### config.mk
export PLATFORM = sky130hd
export DESIGN_NAME = axis_out_buffer_flat
export DESIGN_NICKNAME = d
export VERILOG_FILES = /design/src/rtl/axis_out_buffer_if.sv /design/src/rtl/axis_out_buffer.sv /design/src/flat_wrapper.sv
export SDC_FILE = /design/constraint.sdc
export NUM_CORES = 1
export LEC_CHECK = 0
export ABC_AREA = 1
export CAP_MARGIN = 20
export CORE_ASPECT_RATIO = 1.25
export CORE_MARGIN = 3
export CORE_UTILIZATION = 50
export DETAILED_ROUTE_END_ITERATION = 12
export DONT_BUFFER_PORTS = 1
export HOLD_SLACK_MARGIN = 0.15
export PLACE_DENSITY = 0.73
export SLEW_MARGIN = 20
export SYNTH_ARGS = -nofsm -noshare
export SYNTH_HDL_FRONTEND = slang
export SYNTH_SLANG_ARGS = --single-unit
### constraint.sdc
create_clock -name clk -period 12.6 [get_ports clk]
set_clock_uncertainty 0.15 [all_clocks]
set_input_delay 2.52 -clock clk [delete_from_list [all_inputs] [get_ports clk]]
set_output_delay 2.52 -clock clk [all_outputs]
set_load 0.01 [all_outputs]
### src/rtl/axis_out_buffer_if.sv
// ----------------------------------------------------------------------------
// axis_out_buffer_if
// AXI-Stream link between the layer output buffer and the next stage or DMA.
//   tdata  : stream word (DATA_SIZE bits), master -> slave
//   tvalid : word valid, master -> slave
//   tlast  : last word of the frame, master -> slave
//   tready : downstream can accept, slave -> master
// ----------------------------------------------------------------------------
interface axis_out_buffer_if #(
    parameter int DATA_SIZE = 16
);
    logic [DATA_SIZE-1:0] tdata;
    logic                 tvalid;
    logic                 tready;
    logic                 tlast;

    modport master (output tdata, output tvalid, output tlast, input tready);
    modport slave  (input tdata, input tvalid, input tlast, output tready);
endinterface

### src/rtl/axis_out_buffer.sv
// ----------------------------------------------------------------------------
// axis_out_buffer
// Output-side buffer of a layer stage. The layer datapath fills OUT_COUNT
// words by address; a start pulse drains them in address order as a single
// AXI-Stream frame with tlast on the final word.
//
// Ports:
//   clk       : clock, rising edge
//   rst       : asynchronous, active-high reset
//   buf_wr    : write strobe from the layer datapath
//   buf_adr   : write address
//   buf_data  : write data
//   start     : one-cycle pulse, buffer complete -> begin streaming
//   busy      : high while a frame is being streamed
//   done      : one-cycle pulse after the last beat is accepted
//   wr_drop   : one-cycle pulse when a write was rejected
//   m_axis    : AXI-Stream master (tdata/tvalid/tlast out, tready in)
// ----------------------------------------------------------------------------
module axis_out_buffer #(
    parameter int OUT_COUNT = 10,
    parameter int DATA_SIZE = 16
) (
    input  logic                         clk,
    input  logic                         rst,
    input  logic                         buf_wr,
    input  logic [$clog2(OUT_COUNT)-1:0] buf_adr,
    input  logic [DATA_SIZE-1:0]         buf_data,
    input  logic                         start,
    output logic                         busy,
    output logic                         done,
    output logic                         wr_drop,
    axis_out_buffer_if.master            m_axis
);
    localparam int               ADR_W    = $clog2(OUT_COUNT);
    localparam logic [ADR_W-1:0] LAST_ADR = ADR_W'(OUT_COUNT - 1);

    typedef enum logic {
        IDLE   = 1'b0,
        STREAM = 1'b1
    } state_t;

    state_t               state;
    state_t               stateNext;
    logic [ADR_W-1:0]     rdPtr;
    logic [ADR_W-1:0]     nextPtr;
    logic [DATA_SIZE-1:0] mem [OUT_COUNT];
    logic [DATA_SIZE-1:0] tdataQ;
    logic                 tlastQ;
    logic                 launch;
    logic                 beatAccept;
    logic                 lastAccept;
    logic                 wrHit;
    logic                 wrReject;

    // ---- state register ----
    always_ff @(posedge clk or posedge rst) begin
        if (rst) begin
            state <= IDLE;
        end else begin
            state <= stateNext;
        end
    end

    // ---- next-state logic ----
    always_comb begin
        stateNext = state;
        case (state)
            IDLE:    if (start)      stateNext = STREAM;
            STREAM:  if (lastAccept) stateNext = IDLE;
            default: stateNext = IDLE;
        endcase
    end

    // ---- output / strobe decode ----
    // tvalid and busy decode the state flop directly, so an asynchronous
    // reset drops them immediately without waiting for a clock.
    always_comb begin
        busy       = (state == STREAM);
        launch     = (state == IDLE) && start;
        beatAccept = busy && m_axis.tready;
        lastAccept = beatAccept && (rdPtr == LAST_ADR);
        nextPtr    = rdPtr + ADR_W'(1);
        // Writes only land while idle so an in-flight frame stays frozen.
        wrHit      = buf_wr && (state == IDLE) && (buf_adr <= LAST_ADR);
        wrReject   = buf_wr && !wrHit;
    end

    assign m_axis.tvalid = busy;
    assign m_axis.tdata  = tdataQ;
    assign m_axis.tlast  = tlastQ;

    // ---- storage ----
    always_ff @(posedge clk or posedge rst) begin
        if (rst) begin
            for (int i = 0; i < OUT_COUNT; i++) begin
                mem[i] <= '0;
            end
        end else if (wrHit) begin
            mem[buf_adr] <= buf_data;
        end
    end

    // ---- read pointer and stream registers ----
    // The next word is preloaded on each handshake so tdata/tlast stay
    // registered and hold still across stalls.
    always_ff @(posedge clk or posedge rst) begin
        if (rst) begin
            rdPtr   <= '0;
            tdataQ  <= '0;
            tlastQ  <= 1'b0;
            done    <= 1'b0;
            wr_drop <= 1'b0;
        end else begin
            done    <= lastAccept;
            wr_drop <= wrReject;
            if (launch) begin
                rdPtr  <= '0;
                tdataQ <= mem[0];
                tlastQ <= 1'b0;
            end else if (lastAccept) begin
                rdPtr  <= '0;
                tlastQ <= 1'b0;
            end else if (beatAccept) begin
                rdPtr  <= nextPtr;
                tdataQ <= mem[nextPtr];
                tlastQ <= (nextPtr == LAST_ADR);
            end
        end
    end
endmodule

### src/flat_wrapper.sv
// flat-port wrapper written by rule: the top's interface ports become plain ports
module axis_out_buffer_flat 
#(
    parameter int OUT_COUNT = 10,
    parameter int DATA_SIZE = 16
)
  (clk, rst, buf_wr, buf_adr, buf_data, start, busy, done, wr_drop, m_axis_tdata, m_axis_tvalid, m_axis_tlast, m_axis_tready);
  axis_out_buffer_if #(.DATA_SIZE(DATA_SIZE)) m_axis_i ();
  input  logic clk;
  input  logic rst;
  input  logic buf_wr;
  input  logic [$clog2(OUT_COUNT)-1:0] buf_adr;
  input  logic [DATA_SIZE-1:0] buf_data;
  input  logic start;
  output logic busy;
  output logic done;
  output logic wr_drop;
  output wire logic [$bits(m_axis_i.tdata)-1:0] m_axis_tdata;
  output wire logic [$bits(m_axis_i.tvalid)-1:0] m_axis_tvalid;
  output wire logic [$bits(m_axis_i.tlast)-1:0] m_axis_tlast;
  input wire logic [$bits(m_axis_i.tready)-1:0] m_axis_tready;
  assign m_axis_tdata = m_axis_i.tdata;
  assign m_axis_tvalid = m_axis_i.tvalid;
  assign m_axis_tlast = m_axis_i.tlast;
  assign m_axis_i.tready = m_axis_tready;
  axis_out_buffer #(.OUT_COUNT(OUT_COUNT), .DATA_SIZE(DATA_SIZE)) u_core (.clk(clk), .rst(rst), .buf_wr(buf_wr), .buf_adr(buf_adr), .buf_data(buf_data), .start(start), .busy(busy), .done(done), .wr_drop(wr_drop), .m_axis(m_axis_i));
endmodule
==> flow_metrics.env <==
export IMPL_cts_resized=0
export IMPL_nNetsFinal=1174
export IMPL_syn_inst=1188
export IMPL_cp_data_arrival_time_ps=4080
export IMPL_place_inst=1351
export IMPL_holdWs_ps=334.7
export IMPL_die_h_um=155.6
export IMPL_status="complete, no violations"
export IMPL_cts_buffers=17
export IMPL_core_area_mm2=0.01750
export IMPL_die_w_um=125.7
export IMPL_drc=0
export IMPL_viasPerCell=5.377
export IMPL_wl_per_cell_um=16.42
export IMPL_grt_use_total=0.2389
export IMPL_cts_tree="done"
export IMPL_maxCapViolCount=0
export IMPL_die_area_mm2=0.01956
export IMPL_antennaDiodeCount=0
export IMPL_synth_top_area_cell="dfrtp_1"
export IMPL_fmax_mhz=255.6
export IMPL_drtIter0Drc=725
export IMPL_max_vdd_ir_drop_mv=0.1310
export IMPL_crit_fanout=32
export IMPL_synth_top_area_frac=0.5143
export IMPL_synthTopCellsByArea="dfrtp_1 (51%), nand2_1 (19%), o21ai_0 (8.0%)"
export IMPL_ys_dominant_reg_cell="dfrtp_1"
export IMPL_grt_overflow=0
export IMPL_vias=7437
export IMPL_power_density_mw_per_mm2=214.2
export IMPL_grt_pass1_wl_mm=37.00
export IMPL_fillCellCount=1646
export IMPL_ys_seq_area_frac=0.5143
export IMPL_period_needed_ps=3913
export IMPL_cts_hold_buf=0
export IMPL_slew_headroom=0.3387
export IMPL_start_util=0.5117
export IMPL_synth_distinct_cells=24
export IMPL_drive_gt1_frac=0.05781
export IMPL_first_global_vias=7160
export IMPL_dp_slack_ps=8151
export IMPL_leakage_uw=0.004696
export IMPL_synth_area_mm2=0.008954
export IMPL_clk_latency_ps=430
export IMPL_area_growth_synth_to_final_pct=6.680
export IMPL_synth_commonest_cells="nand2_1 (446), dfrtp_1 (184), o21ai_0 (143)"
export IMPL_dpl_hpwl_mm=13.09
export IMPL_postSynthAreaPerCell_um2=7.537
export IMPL_setup_slack_ps=8687
export IMPL_synth_net_count=1216
export IMPL_synth_edf_count=0
export IMPL_timing_hold_violations_final=0
export IMPL_multi_input_area_mm2=0.003506
export IMPL_whs_path_depth=2
export IMPL_antenna_found_initial=0
export IMPL_setup_viol=0
export IMPL_place_gp_congestion=0.8122
export IMPL_fin_cells=1383
export IMPL_tightest_slew_ps=991.9
export IMPL_ios=46
export IMPL_numClockSinks=184
export IMPL_ant_nets=0
export IMPL_cp_start_kind="input pin"
export IMPL_tns_ps=0
export IMPL_required_ps=12770
export IMPL_clockRootBuffer="clkbuf_16"
export IMPL_portBuffers=0
export IMPL_clock_path_buffers=2
export IMPL_seqCellArea_mm2=0.004606
export IMPL_finalCritPeriodShare=0.3105
export IMPL_synth_most_common_cell="nand2_1"
export IMPL_dr_pass1_iters=5
export IMPL_reg2reg_depth=12
export IMPL_synth_seq_cells=184
export IMPL_criticalPathCategory="input pin to flip-flop"
export IMPL_postCtsSetupRepairBufs=0
export IMPL_hold_class="flip-flop to flip-flop"
export IMPL_end_kind="flip-flop"
export IMPL_slew_violations=0
export IMPL_yosysWarnings=0
export IMPL_std_cell_rows=54
export IMPL_htreeDepth=4
export IMPL_synth_async_reset_ratio=1.000
export IMPL_rsz0062_at_grt="false"
export IMPL_clkTransAtPathRegs_ps=70
export IMPL_wl_mm=22.71
export IMPL_grt_max_degree=110
export IMPL_power_uw=2046
-- critical path, cell delays in order --
cell     delay [ps]
inv_1           100
nor2_2          190
nand2_1         130
inv_1           170
nand3_2         550
o21ai_0         420
-- report_power, final --
part	switching, uW	internal [uW]
Sequential	68.7	689
Combinational	541	215
Clock	228	304
Total	838	1210
-- stage by stage --
| step | util | area, um^2 |
|---|---|---|
| global route | 0.5458 | 9552 |
| global placement | 0.5107 | 8937 |
| CTS | 0.5453 | 9542 |
| detailed placement | 0.5119 | 8957 |
| floorplan | - | 8954 |
| finish | 0.5458 | 9552 |
-- metal layers --
| layer | routed length (um) | global-route usage | vias to the layer above |
|---|---|---|---|
| met4 | 561 | 0.08626 | 0 |
| met1 | 9739 | 0.3068 | 3557 |
| met3 | 1610 | 0.06849 | 35 |
| met2 | 10800 | 0.3893 | 216 |
| li1 | - | - | 3629 |
| met5 | 0 | 0 | - |
-- placed cells by master (no fill, tap or decap), types with 4 or more instances in the layout --
cell type and n:
nand2_1 444, dfrtp_1 183, o21ai_0 143, inv_1 125, nand3_1 116, nor2_1 42
o21ai_1 19, clkbuf_16 17, a21oi_1 10, buf_4 9, nand2_2 8, a21oi_2 6
inv_2 4, clkinv_4 4
-- layout make-up --
class | instances | area share
Sequential cell | 184 | 0.4822
Clock buffer | 22 | 0.04860
Clock inverter | 10 | 0.01258
Timing Repair Buffer | 10 | 0.008646
Tap cell | 224 | 0.02934
Multi-Input combinational cell | 803 | 0.3670
Inverter | 130 | 0.05161
-- logic make-up (layout without fill, tap and decap cells) --
| family | count (synthesis) | count (layout) | synth area share |
|---|---|---|---|
| compound gates | 182 | 182 | 0.1051 |
| fa+ha+maj | 3 | 3 | 0.004193 |
| buf+inv | 201 | 172 | 0.09586 |
| flops | 184 | 184 | 0.5143 |
| simple gates | 618 | 618 | 0.2806 |
-- path summary, 6_finish.rpt --
check                                                 start                                 end  slack [ps]
worst min-delay path            u_core.mem[107]$_DFFE_PP0P_         u_core.mem[107]$_DFFE_PP0P_         330
min in group asynchronous                               rst          u_core.mem[60]$_DFFE_PP0P_        2010
max in group asynchronous                               rst         u_core.rdPtr[0]$_DFFE_PP0P_        8730
worst max register to register  u_core.rdPtr[0]$_DFFE_PP0P_  u_core.m_axis.tdata[3]$_DFFE_PP0P_        9390
worst max-delay path                                 buf_wr          u_core.mem[30]$_DFFE_PP0P_        8690
worst min register to register  u_core.mem[107]$_DFFE_PP0P_         u_core.mem[107]$_DFFE_PP0P_         330
-- state kept, by name, indices dropped and copies added (netlist names) --
signal	count
u_core.busy	1
u_core.done	1
u_core.m_axis.tdata	16
u_core.m_axis.tlast	1
u_core.mem	160
u_core.rdPtr	4
u_core.wr_drop	1
No activity file was read; power rests on OpenSTA's default activity.
